--- src/rtl/i2c_reg_slave.sv ---
// I2C target with an NREGS x 8-bit register file, auto-incrementing pointer and a local parallel port.
// Optional build macro I2C_REG_SLAVE_FILT_EN adds a 3-sample majority glitch filter on scl/sda.
module i2c_reg_slave #(
  parameter logic [6:0] SLV_ADDR = 7'h3b,
  parameter int          NREGS    = 16,
  parameter int          HOLD     = 2,
  localparam int         PW       = $clog2(NREGS)
) (
  input  logic          clk,
  input  logic          rst,
  input  logic          scl,
  input  logic          sda,
  output logic          sda_out,
  input  logic [PW-1:0] loc_addr,
  input  logic [7:0]    loc_wdat,
  input  logic          loc_we,
  output logic [7:0]    loc_rdat,
  output logic          wr_stb,
  output logic [PW-1:0] wr_addr,
  output logic          busy,
  output logic          coll
);

  typedef enum logic [3:0] {
    IDLE, ADDR, AACK, PTR, PACK, WDATA, WACK, RDATA, RACK
  } state_t;

  state_t        state, state_nxt;
  logic [7:0]    regs [NREGS];
  logic [7:0]    shift;
  logic [3:0]    bit_cnt;
  logic [PW-1:0] ptr;
  logic          rw;
  logic [7:0]    hold_cnt;
  logic          scl_s1, scl_s2, sda_s1, sda_s2;
  logic          scl_f, sda_f, scl_q, sda_q;
  logic          drive, i2c_we;

  always_ff @(posedge clk) begin
    if (!rst) begin
      scl_s1 <= 1'b1; scl_s2 <= 1'b1;
      sda_s1 <= 1'b1; sda_s2 <= 1'b1;
    end else begin
      scl_s1 <= scl;  scl_s2 <= scl_s1;
      sda_s1 <= sda;  sda_s2 <= sda_s1;
    end
  end

`ifdef I2C_REG_SLAVE_FILT_EN
  logic [1:0] scl_h, sda_h;

  // Majority of the current and two previous synced samples; a lone 1-cycle pulse never wins.
  always_ff @(posedge clk) begin
    if (!rst) begin
      scl_h <= 2'b11; sda_h <= 2'b11;
      scl_f <= 1'b1;  sda_f <= 1'b1;
    end else begin
      scl_h <= {scl_h[0], scl_s2};
      sda_h <= {sda_h[0], sda_s2};
      scl_f <= (scl_s2 & scl_h[0]) | (scl_s2 & scl_h[1]) | (scl_h[0] & scl_h[1]);
      sda_f <= (sda_s2 & sda_h[0]) | (sda_s2 & sda_h[1]) | (sda_h[0] & sda_h[1]);
    end
  end
`else
  assign scl_f = scl_s2;
  assign sda_f = sda_s2;
`endif

  always_ff @(posedge clk) begin
    if (!rst) begin
      scl_q <= 1'b1;
      sda_q <= 1'b1;
    end else begin
      scl_q <= scl_f;
      sda_q <= sda_f;
    end
  end

  wire          scl_rise  = scl_f & ~scl_q;
  wire          scl_fall  = ~scl_f & scl_q;
  wire          start_det = scl_f & scl_q & sda_q & ~sda_f;
  wire          stop_det  = scl_f & scl_q & ~sda_q & sda_f;
  wire          last_bit  = scl_rise && (bit_cnt == 4'd7);
  wire [7:0]    rx_byte   = {shift[6:0], sda_f};
  wire          addr_hit  = (rx_byte[7:1] == SLV_ADDR);
  wire          ptr_ok    = ({1'b0, rx_byte} < 9'(NREGS));
  wire [PW-1:0] ptr_inc   = (ptr == PW'(NREGS - 1)) ? '0 : ptr + 1'b1;

  always_ff @(posedge clk) begin
    if (!rst) state <= IDLE;
    else      state <= state_nxt;
  end

  always_comb begin
    state_nxt = state;
    if (stop_det)       state_nxt = IDLE;
    else if (start_det) state_nxt = ADDR;
    else if (scl_rise) begin
      case (state)
        ADDR:    if (last_bit) state_nxt = addr_hit ? AACK : IDLE;
        AACK:    state_nxt = rw ? RDATA : PTR;
        PTR:     if (last_bit) state_nxt = ptr_ok ? PACK : IDLE;
        PACK:    state_nxt = WDATA;
        WDATA:   if (last_bit) state_nxt = WACK;
        WACK:    state_nxt = WDATA;
        RDATA:   if (last_bit) state_nxt = RACK;
        RACK:    state_nxt = sda_f ? IDLE : RDATA;
        default: state_nxt = IDLE;
      endcase
    end
  end

  always_comb begin
    drive  = 1'b1;
    i2c_we = (state == WDATA) && last_bit;
    case (state)
      AACK, PACK, WACK: drive = 1'b0;
      RDATA:            drive = shift[7];
      default:          drive = 1'b1;
    endcase
  end

  // The shift register doubles as receive buffer and as the read snapshot taken at byte load.
  always_ff @(posedge clk) begin
    if (!rst) begin
      shift   <= '0;
      bit_cnt <= '0;
      ptr     <= '0;
      rw      <= 1'b0;
      busy    <= 1'b0;
    end else if (stop_det) begin
      busy <= 1'b0;
    end else if (start_det) begin
      bit_cnt <= '0;
    end else if (scl_rise) begin
      bit_cnt <= (bit_cnt == 4'd8) ? 4'd0 : bit_cnt + 4'd1;
      case (state)
        ADDR: begin
          shift <= rx_byte;
          if (last_bit) begin
            busy <= addr_hit;
            rw   <= sda_f;
          end
        end
        PTR: begin
          shift <= rx_byte;
          if (last_bit) begin
            if (ptr_ok) ptr  <= rx_byte[PW-1:0];
            else        busy <= 1'b0;
          end
        end
        WDATA: begin
          shift <= rx_byte;
          if (last_bit) ptr <= ptr_inc;
        end
        AACK: if (rw) shift <= regs[ptr];
        RDATA: begin
          shift <= {shift[6:0], 1'b0};
          if (last_bit) ptr <= ptr_inc;
        end
        RACK: begin
          if (sda_f) busy  <= 1'b0;
          else       shift <= regs[ptr];
        end
        default: ;
      endcase
    end
  end

  always_ff @(posedge clk) begin
    if (!rst) begin
      for (int i = 0; i < NREGS; i++) regs[i] <= '0;
      coll <= 1'b0;
    end else begin
      if (loc_we && !(i2c_we && (loc_addr == ptr))) regs[loc_addr] <= loc_wdat;
      if (i2c_we) regs[ptr] <= rx_byte;
      if (loc_we && i2c_we && (loc_addr == ptr)) coll <= 1'b1;
    end
  end

  always_ff @(posedge clk) begin
    if (!rst) begin
      wr_stb  <= 1'b0;
      wr_addr <= '0;
    end else begin
      wr_stb <= i2c_we;
      if (i2c_we) wr_addr <= ptr;
    end
  end

  // sda only moves once the hold window after a falling scl expires, and never while scl is high.
  always_ff @(posedge clk) begin
    if (!rst) begin
      sda_out  <= 1'b1;
      hold_cnt <= '0;
    end else if (stop_det) begin
      sda_out  <= 1'b1;
      hold_cnt <= '0;
    end else begin
      if (scl_fall)             hold_cnt <= 8'(HOLD);
      else if (hold_cnt != '0)  hold_cnt <= hold_cnt - 8'd1;
      if ((hold_cnt == 8'd1) && !scl_f) sda_out <= drive;
    end
  end

  assign loc_rdat = regs[loc_addr];

endmodule

--- config.mk ---
export PLATFORM = sky130hd
export DESIGN_NAME = i2c_reg_slave
export DESIGN_NICKNAME = d
export VERILOG_FILES = /design/src/rtl/i2c_reg_slave.sv
export SDC_FILE = /design/constraint.sdc
export NUM_CORES = 1
export LEC_CHECK = 0
export CELL_PAD_IN_SITES_DETAIL_PLACEMENT = 0
export CELL_PAD_IN_SITES_GLOBAL_PLACEMENT = 1
export CORE_MARGIN = 3
export CORE_UTILIZATION = 56
export CTS_BUF_LIST = sky130_fd_sc_hd__clkbuf_4
export CTS_CLUSTER_SIZE = 14
export DETAILED_ROUTE_END_ITERATION = 12
export PLACE_DENSITY_LB_ADDON = 0.1
export SYNTH_ARGS = -nofsm -noshare
export SYNTH_HDL_FRONTEND = slang
export SYNTH_SLANG_ARGS = --single-unit
--- constraint.sdc ---
create_clock -name clk -period 4.3 [get_ports clk]
set_input_delay 0.86 -clock clk [delete_from_list [all_inputs] [get_ports clk]]
set_output_delay 0.86 -clock clk [all_outputs]
set_load 0.03 [all_outputs]
======== Word level (Yosys, flattened, before mapping) ========
Memory sizes are Yosys's and may differ from the RTL's. A register that Yosys moved wholly into a read port is not among the register bits.
Cells that the tools add are included.
word-level totals
  register bits ........................... 43
  bits in writable memories ............... 128
  input port bits ......................... 17
  output and inout bits ................... 16
  word-level logic and storage cells ...... 142
  memories ................................ 1
memory list
  name  words  bits a word  read ports  clocked after memory_dff  wr ports  RTL line  source
  regs  16     8            2           1                         16        29        logic [7:0] regs [NREGS];
operators by class
  add/sub/neg operators ................... 3
  order comparisons ....................... 1
  eq/ne operators ......................... 28
  muxes and demuxes ....................... 45
  bitwise gates (word level) .............. 14
  reduce and logical (&&, ||, !) cells .... 31
operators by type and width
  operator                                                                      number
  4-bit 2-to-1 mux                                                              15
  8-bit 2-to-1 mux                                                              4
  8-bit case mux with 4 select lines                                            1
  4-bit case mux with 7 select lines                                            1
  4-bit by 3-bit == test with 1-bit output, second input constant               5
  2-bit != test, second input constant                                          9
  8-bit OR reduction                                                            2
  1-bit 2-to-1 mux                                                              15
  5-bit AND reduction                                                           3
  7-bit AND reduction                                                           2
  4-bit == test, second input constant                                          3
  3-bit != test, second input constant                                          4
  3-bit OR reduction                                                            4
  3-bit 2-to-1 mux                                                              3
  4-bit by 1-bit adder with 4-bit output, second input constant                 2
  4-bit by 2-bit == test with 1-bit output, second input constant               2
  8-bit by 1-bit == test with 1-bit output, second input constant               1
  8-bit by 5-bit less-than comparator with 1-bit output, second input constant  1
  4-bit case mux with 2 select lines                                            1
  8-bit nonzero test                                                            1
  8-bit by 1-bit subtractor with 8-bit output, second input constant            1
  1-bit AND                                                                     7
  7-bit by 6-bit == test with 1-bit output, second input constant               1
  1-bit logical AND                                                             7
  other kinds (14)                                                              27

======== Longest topological paths before layout ========
Gate-level depths: netlist of run 1.
  depth after elaboration ................. 12
  mapped depth ............................ 9
  gate-level depth less buffers ........... 6

======== Worst setup path after synthesis of run 1 ========
No wires, ideal clock.
  path type ............................... input port to output port
  start point ............................. input loc_addr[0]
  end point ............................... output loc_rdat[7]
  arrival time ............................ 2388 ps
  data required time ...................... 3440 ps
  path slack .............................. 1052 ps
  cell stages on the path ................. 4
  buffers on the path ..................... 2
  cells stage by stage .................... buf_6 -> buf_2 -> mux4_2 -> mux4_2
on the way
  longest elaborated chain between the ends .. 1
RTL lines
  item                    RTL line  source
  from (decl)             14        input logic [PW-1:0] loc_addr,
  memory read 16 x 8 bit  --
  to (decl)               17        output logic [7:0] loc_rdat,
Every way passes these cells.

======== Worst setup path in the final report of run 1 ========
  start point ............................. input loc_addr[1]
  end point ............................... output loc_rdat[2]
Same word-level chain as after synthesis.

==> metrics.md, run 1 <==
| Metric | Value |
|---|---|
| Die height | 145 µm |
| Core area | 0.0188 mm² |
| CTS tree | yes |
| Synth warn | 0 |
| Clk buf depth | 2 |
| Final setup viols | 0 |
| Leak Pwr | 0.00375 µW |
| TNS Setup | 0 ns |
| FFs w/ async S/R, synth | 0 |
| Detailed Route Iter0 Violations | 1265 |
| Maximum fanout along the worst path | 35 |
| Dpl hpwl | 24500 µm |
| Average size of a mapped cell | 10.6 µm² |
| Die area | 0.0209 mm² |
| Routed Antenna Nets | 0 |
| CTS resizes | 0 |
| Most frequent cells in the layout | nand2_1 (192), edfxtp_1 (128), o31ai_1 (111) |
| RSZ-0062 raised after global routing | false |
| Row count | 50 |
| Maximum number of pins on one net before global-route repair | 61 |
| Dpl ws | 0.329 ns |
| Worst path required time | 3.44 ns |
| Maximum clock frequency | 0.249 GHz |
| Maxcap violations | 0 |
| Final min period | 4.01 ns |
| Fraction of layout cells with a size suffix above 1 | 0.170 |
| # clock sinks | 175 |
| Status | complete, no violations |
| Clk root buf | clkbuf_4 |
| Element type at the critical path end | output port |
| Final WL | 36100 µm |
| Syn_nets | 1046 |
| Clock Pin Slew Worst Setup and Hold Paths | 0.13 ns |
| Clock skew | 0.0275 ns |
| Slew @ Worst Pin | 1.35 ns |
| Startpoint Class | input port |
| Final Cycle Share | 0.933 |
| Global-route wire length before repair | 52500 µm |
| Worst setup margin | 0.286 ns |
| VDD IR max | 0.000146 V |
| TritonCTS Buffers | 17 |
| Starting Density | 0.572 |
| Io pins | 33 |
| Initial antenna violation count | 1 |
| Min-delay worst type | reg -> reg |
| Area delta synth->final | 8.35% |
| Gr ovfl total | 0 |
| GP Congestion | 0.979 |
| Worst-skew pair later-pin latency | 0.59 ns |
| Synth Instances | 1021 |
| Slew Limit Fails | 0 |
| CTS H-tree lvls | 4 |
| Primary FF master, synth | edfxtp_1 |
| Synthesized cell area | 0.0108 mm² |
| Via Count | 8949 |
| PortBufs | 32 |
| Arrival time worst endpoint | 3.15 ns |
| Total Routing Usage GR | 0.350 |
| Die W | 145 µm |
| Vias per std cell | 6.82 |
| DRC | 0 |
| Hold Violations, Final | 0 |
| Library cells used by synthesis | 66 |
| Setup Buffers After CTS | 0 |
| Power Density | 289 mW/mm² |
| Post-synthesis sequential area ratio | 0.444 |
| Headroom to the max-slew limit | 0.0969 |
| Wire per inst | 27.5 µm |
| Commonest non-fill, non-tap cell in the layout | nand2_1 |
| EDFF count, synth | 128 |
| CTS Hold Bufs | 0 |
| Critical path class | in -> out |
| Nets@finish | 1063 |
| Vias in the first global route | 8147 |
| Initial DRT Pass Iterations | 8 |
| Synth Register Bits | 175 |
==> flip-flops by register name (all words and copies together) (netlist names), named ones only <==
signal / flops
hold_cnt: 8
scl_f: 1
regs: 128
shift: 8
ptr: 4
wr_addr: 4
sda_out: 1
bit_cnt: 4
rw: 1
state: 4
busy: 1
sda_f: 1
coll: 1
wr_stb: 1
sda_q: 1
sda_s1: 1
scl_q: 1
scl_s1: 1
==> layout make-up <==
type	instances	area [µm²]
Antenna cell	1	2.50
Clock buffer	17	128
Clock inverter	15	130
Fill cell	1532	7160
Inverter	31	116
Multi-Input combinational cell	719	5390
Sequential cell	175	4790
Tap cell	260	325
Timing Repair Buffer	94	796
==> synthesized netlist by cell type (all sizes together), types with 7 or more instances <==
cell type,n,share of area
mux2,7,0.0073
a32oi,9,0.0073
dfxtp,47,0.087
nand2b,12,0.0070
buf,58,0.033
a21oi,13,0.0060
edfxtp,128,0.36
nand3,24,0.012
a22oi,29,0.020
o21ai,23,0.011
nor2,37,0.013
o31ai,117,0.084
inv,31,0.011
a31oi,11,0.0064
nor3,13,0.0091
ha,8,0.0093
o211ai,15,0.011
xnor2,13,0.011
mux2i,60,0.056
nor4,12,0.013
nand2,192,0.067
clkbuf,38,0.013
mux4,44,0.092
nor2b,16,0.0093
==> cell families after synthesis <==
family	after synthesis	synth area share
flops	175	0.444
simple gates	342	0.156
fa+ha+maj	8	0.00929
compound gates	243	0.167
xor+xnor	15	0.0122
mux	111	0.155
buf+inv	127	0.0566
==> metrics by stage <==
step / std cells / area (µm²) / total power (µW) / hold WS, ns / utilization
floorplan: 1021 / 10800 / 2280 / 0.386 / -
global placement: 1279 / 11400 / 2450 / 0.390 / 0.606
detailed placement: 1279 / 11400 / 2450 / 0.397 / 0.606
CTS: 1311 / 11700 / 3360 / 0.428 / 0.620
global route: 1312 / 11700 / 3490 / 0.456 / 0.620
finish: 1312 / 11700 / 3370 / 0.426 / 0.620
==> routing by layer <==
metal,GRT usage,share of wire,up-vias
met3,0.0854,0.13,85
met5,0,0,-
li1,-,-,3916
met1,0.522,0.41,4281
met2,0.506,0.43,667
met4,0.110,0.035,0
==> worst paths after layout <==
check / from / to / slack, ns / cells after the start
worst max-delay path: loc_addr[1] / loc_rdat[2] / 0.29 / 4
worst min register to register: sda_s1 / sda_f / 0.43 / 1
worst min-delay path: sda_s1 / sda_f / 0.43 / 1
worst max register to register: scl_q / regs[3][4] / 1.31 / 6
==> worst max-delay path, stage by stage <==
cell	delay, ns
buf_2	0.67
mux4_2	0.42
mux4_2	0.52
clkdlybuf4s50_1	0.62
==> report_power, final <==
part / internal [µW] / leakage (µW) / total, µW / switching [µW]
clock network: 297 / 0.000154 / 938 / 642
registers: 1880 / 0.00174 / 1940 / 62.7
logic: 202 / 0.00185 / 491 / 290
No activity file was read; power rests on OpenSTA's default activity.
==> run 2: changes to the inputs <==
GPL_TIMING_DRIVEN = 0   (was not set)
==> metrics.md, run 2 (synthesis results as in run 1) <==
| Metric | Value |
|---|---|
| DRC | 4 (was 0) |
| Gr ovfl total | 0 (unchanged) |
| Setup Buffers After CTS | 0 (unchanged) |
| Most frequent cells in the layout | nand2_1 (192), edfxtp_1 (128), o31ai_1 (111) (unchanged) |
| Hold depth | 1 (unchanged) |
| Wire per inst | 30.9 µm (was 27.5 µm) |
| Via Count | 9543 (was 8949) |
| Slew @ Worst Pin | 1.22 ns (was 1.35 ns) |
| Arrival time worst endpoint | 3.36 ns (was 3.15 ns) |
| Biggest regs | regs: 128 flops, hold_cnt: 8 flops, shift: 8 flops (unchanged) |
| RSZ-0062 raised after global routing | false (unchanged) |
| PortBufs | 31 (was 32) |
| Starting Density | 0.572 (unchanged) |
| GP Congestion | 1.05 (was 0.979) |
| Fraction of layout cells with a size suffix above 1 | 0.154 (was 0.170) |
| Worst-skew pair later-pin latency | 0.60 ns (was 0.59 ns) |
| CTS tree | yes (unchanged) |
| Max reg flops | 128 (unchanged) |
| Element type at the critical path end | output port (unchanged) |
| Clk buf depth | 2 (unchanged) |
| TNS Setup | 0 ns (unchanged) |
| Failing checks | design-rule violations |
| # clock sinks | 175 (unchanged) |
| Dpl ws | -0.460 ns (was 0.329 ns) |
| Routed Antenna Nets | 0 (unchanged) |
| Largest Register | regs (unchanged) |
| Global-route wire length before repair | 59300 µm (was 52500 µm) |
| Clk root buf | clkbuf_4 (unchanged) |
| Die area | 0.0209 mm² (unchanged) |
| CTS H-tree lvls | 4 (unchanged) |
| CP Depth | 6 (was 4) |
| VDD IR max | 0.000187 V (was 0.000146 V) |
| Final min period | 4.22 ns (was 4.01 ns) |
| R2R depth | 8 (was 6) |
| Multi-input logic area | 0.00538 mm² (was 0.00539 mm²) |
| CTS resizes | 17 (was 0) |
| Die W | 145 µm (unchanged) |
| CP dominant cell by count | mux4_2 (unchanged) |
| Final WL | 41700 µm (was 36100 µm) |
| Finished Layout Cells | 1349 (was 1312) |
| Fillcell total | 1598 (was 1532) |
| Worst path required time | 3.44 ns (about the same) |
| Io pins | 33 (unchanged) |
| Clock Pin Slew Worst Setup and Hold Paths | 0.15 ns (was 0.13 ns) |
| Power Density | 294 mW/mm² (was 289 mW/mm²) |
| Final Cycle Share | 0.982 (was 0.933) |
| Total power | 3450 µW (was 3370 µW) |
| Area delta synth->final | 8.82% (was 8.35%) |
| Max stage delay on crit path | 0.60 ns (was 0.67 ns) |
| Nets@finish | 1096 (was 1063) |
| CTS Hold Bufs | 0 (unchanged) |
| Status | finished with violations (was complete, no violations) |
| Maxcap violations | 0 (unchanged) |
| Total Routing Usage GR | 0.405 (was 0.350) |
| Clock skew | 0.0280 ns (was 0.0275 ns) |
| Core area | 0.0188 mm² (unchanged) |
| Initial antenna violation count | 2 (was 1) |
| Min-delay worst type | reg -> reg (unchanged) |
| Die height | 145 µm (unchanged) |
| Total placed cells including tap cells | 1312 (was 1279) |
| Top delay family on crit path | buffers and inverters (unchanged) |
| Final setup viols | 0 (unchanged) |
| Slew Limit Fails | 0 (unchanged) |
| Row count | 50 (unchanged) |
| Maximum fanout along the worst path | 10 (was 35) |
| Detailed Route Iter0 Violations | 1709 (was 1265) |
| Headroom to the max-slew limit | 0.184 (was 0.0969) |
| Maximum clock frequency | 0.237 GHz (was 0.249 GHz) |
| Vias in the first global route | 8560 (was 8147) |
| Crit path cell chain | clkdlybuf4s50_1 -> buf_6 -> buf_4 -> mux4_2 -> mux4_2 -> dlygate4sd2_1 (was buf_2 -> mux4_2 -> mux4_2 -> clkdlybuf4s50_1) |
| Worst setup margin | 0.0774 ns (was 0.286 ns) |
| Hold Violations, Final | 0 (unchanged) |
| WP buf/inv | 4 (was 2) |
| Dpl hpwl | 31000 µm (was 24500 µm) |
| Commonest non-fill, non-tap cell in the layout | nand2_1 (unchanged) |
| Startpoint Class | input port (unchanged) |
| Maximum number of pins on one net before global-route repair | 17 (was 61) |
| Leak Pwr | 0.00379 µW (was 0.00375 µW) |
| Vias per std cell | 7.07 (was 6.82) |
| Sequential cell area | 0.00478 mm² (was 0.00479 mm²) |
| CP max-delay cell | mux4_2 (was buf_2) |
| Initial DRT Pass Iterations | 10 (was 8) |
| Critical path class | in -> out (unchanged) |
| TritonCTS Buffers | 17 (unchanged) |
-- run 2: changes by cell type in the layout (fill, tap and decap cells not counted), sizes merged, moves of 4 or more --
cell	before	now
clkbuf	17	56
dlygate4sd2	0	8
buf	65	58
clkdlybuf4s50	29	23
diode	1	5
inv	41	37
-- run 2: path summary, 6_finish.rpt --
| check | to | from | slack (ns) |
|---|---|---|---|
| setup / recovery | loc_rdat[5] | loc_addr[0] | 0.08 |
| hold / removal | sda_f | sda_s1 | 0.45 |
| hold reg to reg | sda_f | sda_s1 | 0.45 |
| setup reg to reg | regs[11][4] | bit_cnt[1] | 0.97 |
-- run 2: cell type report --
cell class / instances / area share
buffer: 96 / 0.0439
antenna: 5 / 0.00107
multi-input combinational: 719 / 0.459
inverter: 31 / 0.00993
clock inverter: 14 / 0.0132
tap: 260 / 0.0278
timing repair buffer: 31 / 0.0256
sequential: 175 / 0.408
clock buffer: 18 / 0.0115
-- run 2: per-stage QoR --
| stage | util | hold WS, ns | area [µm²] |
|---|---|---|---|
| 3_5_place_dp | 0.606 | 0.396 | 11400 |
| 5_1_grt | 0.622 | 0.448 | 11700 |
| 2_1_floorplan | - | 0.386 | 10800 |
| 6_report | 0.623 | 0.447 | 11700 |
| 4_1_cts | 0.622 | 0.432 | 11700 |
| 3_3_place_gp | 0.606 | 0.387 | 11400 |
-- run 2: per-layer routing --
| layer | track usage | share of wire | vias up |
|---|---|---|---|
| li1 | - | - | 4000 |
| met1 | 0.565 | 0.37 | 4464 |
| met2 | 0.561 | 0.40 | 914 |
| met3 | 0.171 | 0.17 | 163 |
| met4 | 0.162 | 0.051 | 2 |
| met5 | 0 | 0.00031 | - |
-- run 2: report_power, final --
group          total, µW  switching, µW  internal (µW)  leakage (µW)
sequential          1930           48.9           1880       0.00174
clock               1010            647            364      0.000157
combinational        508            318            190       0.00190
total               3450           1010           2430       0.00379
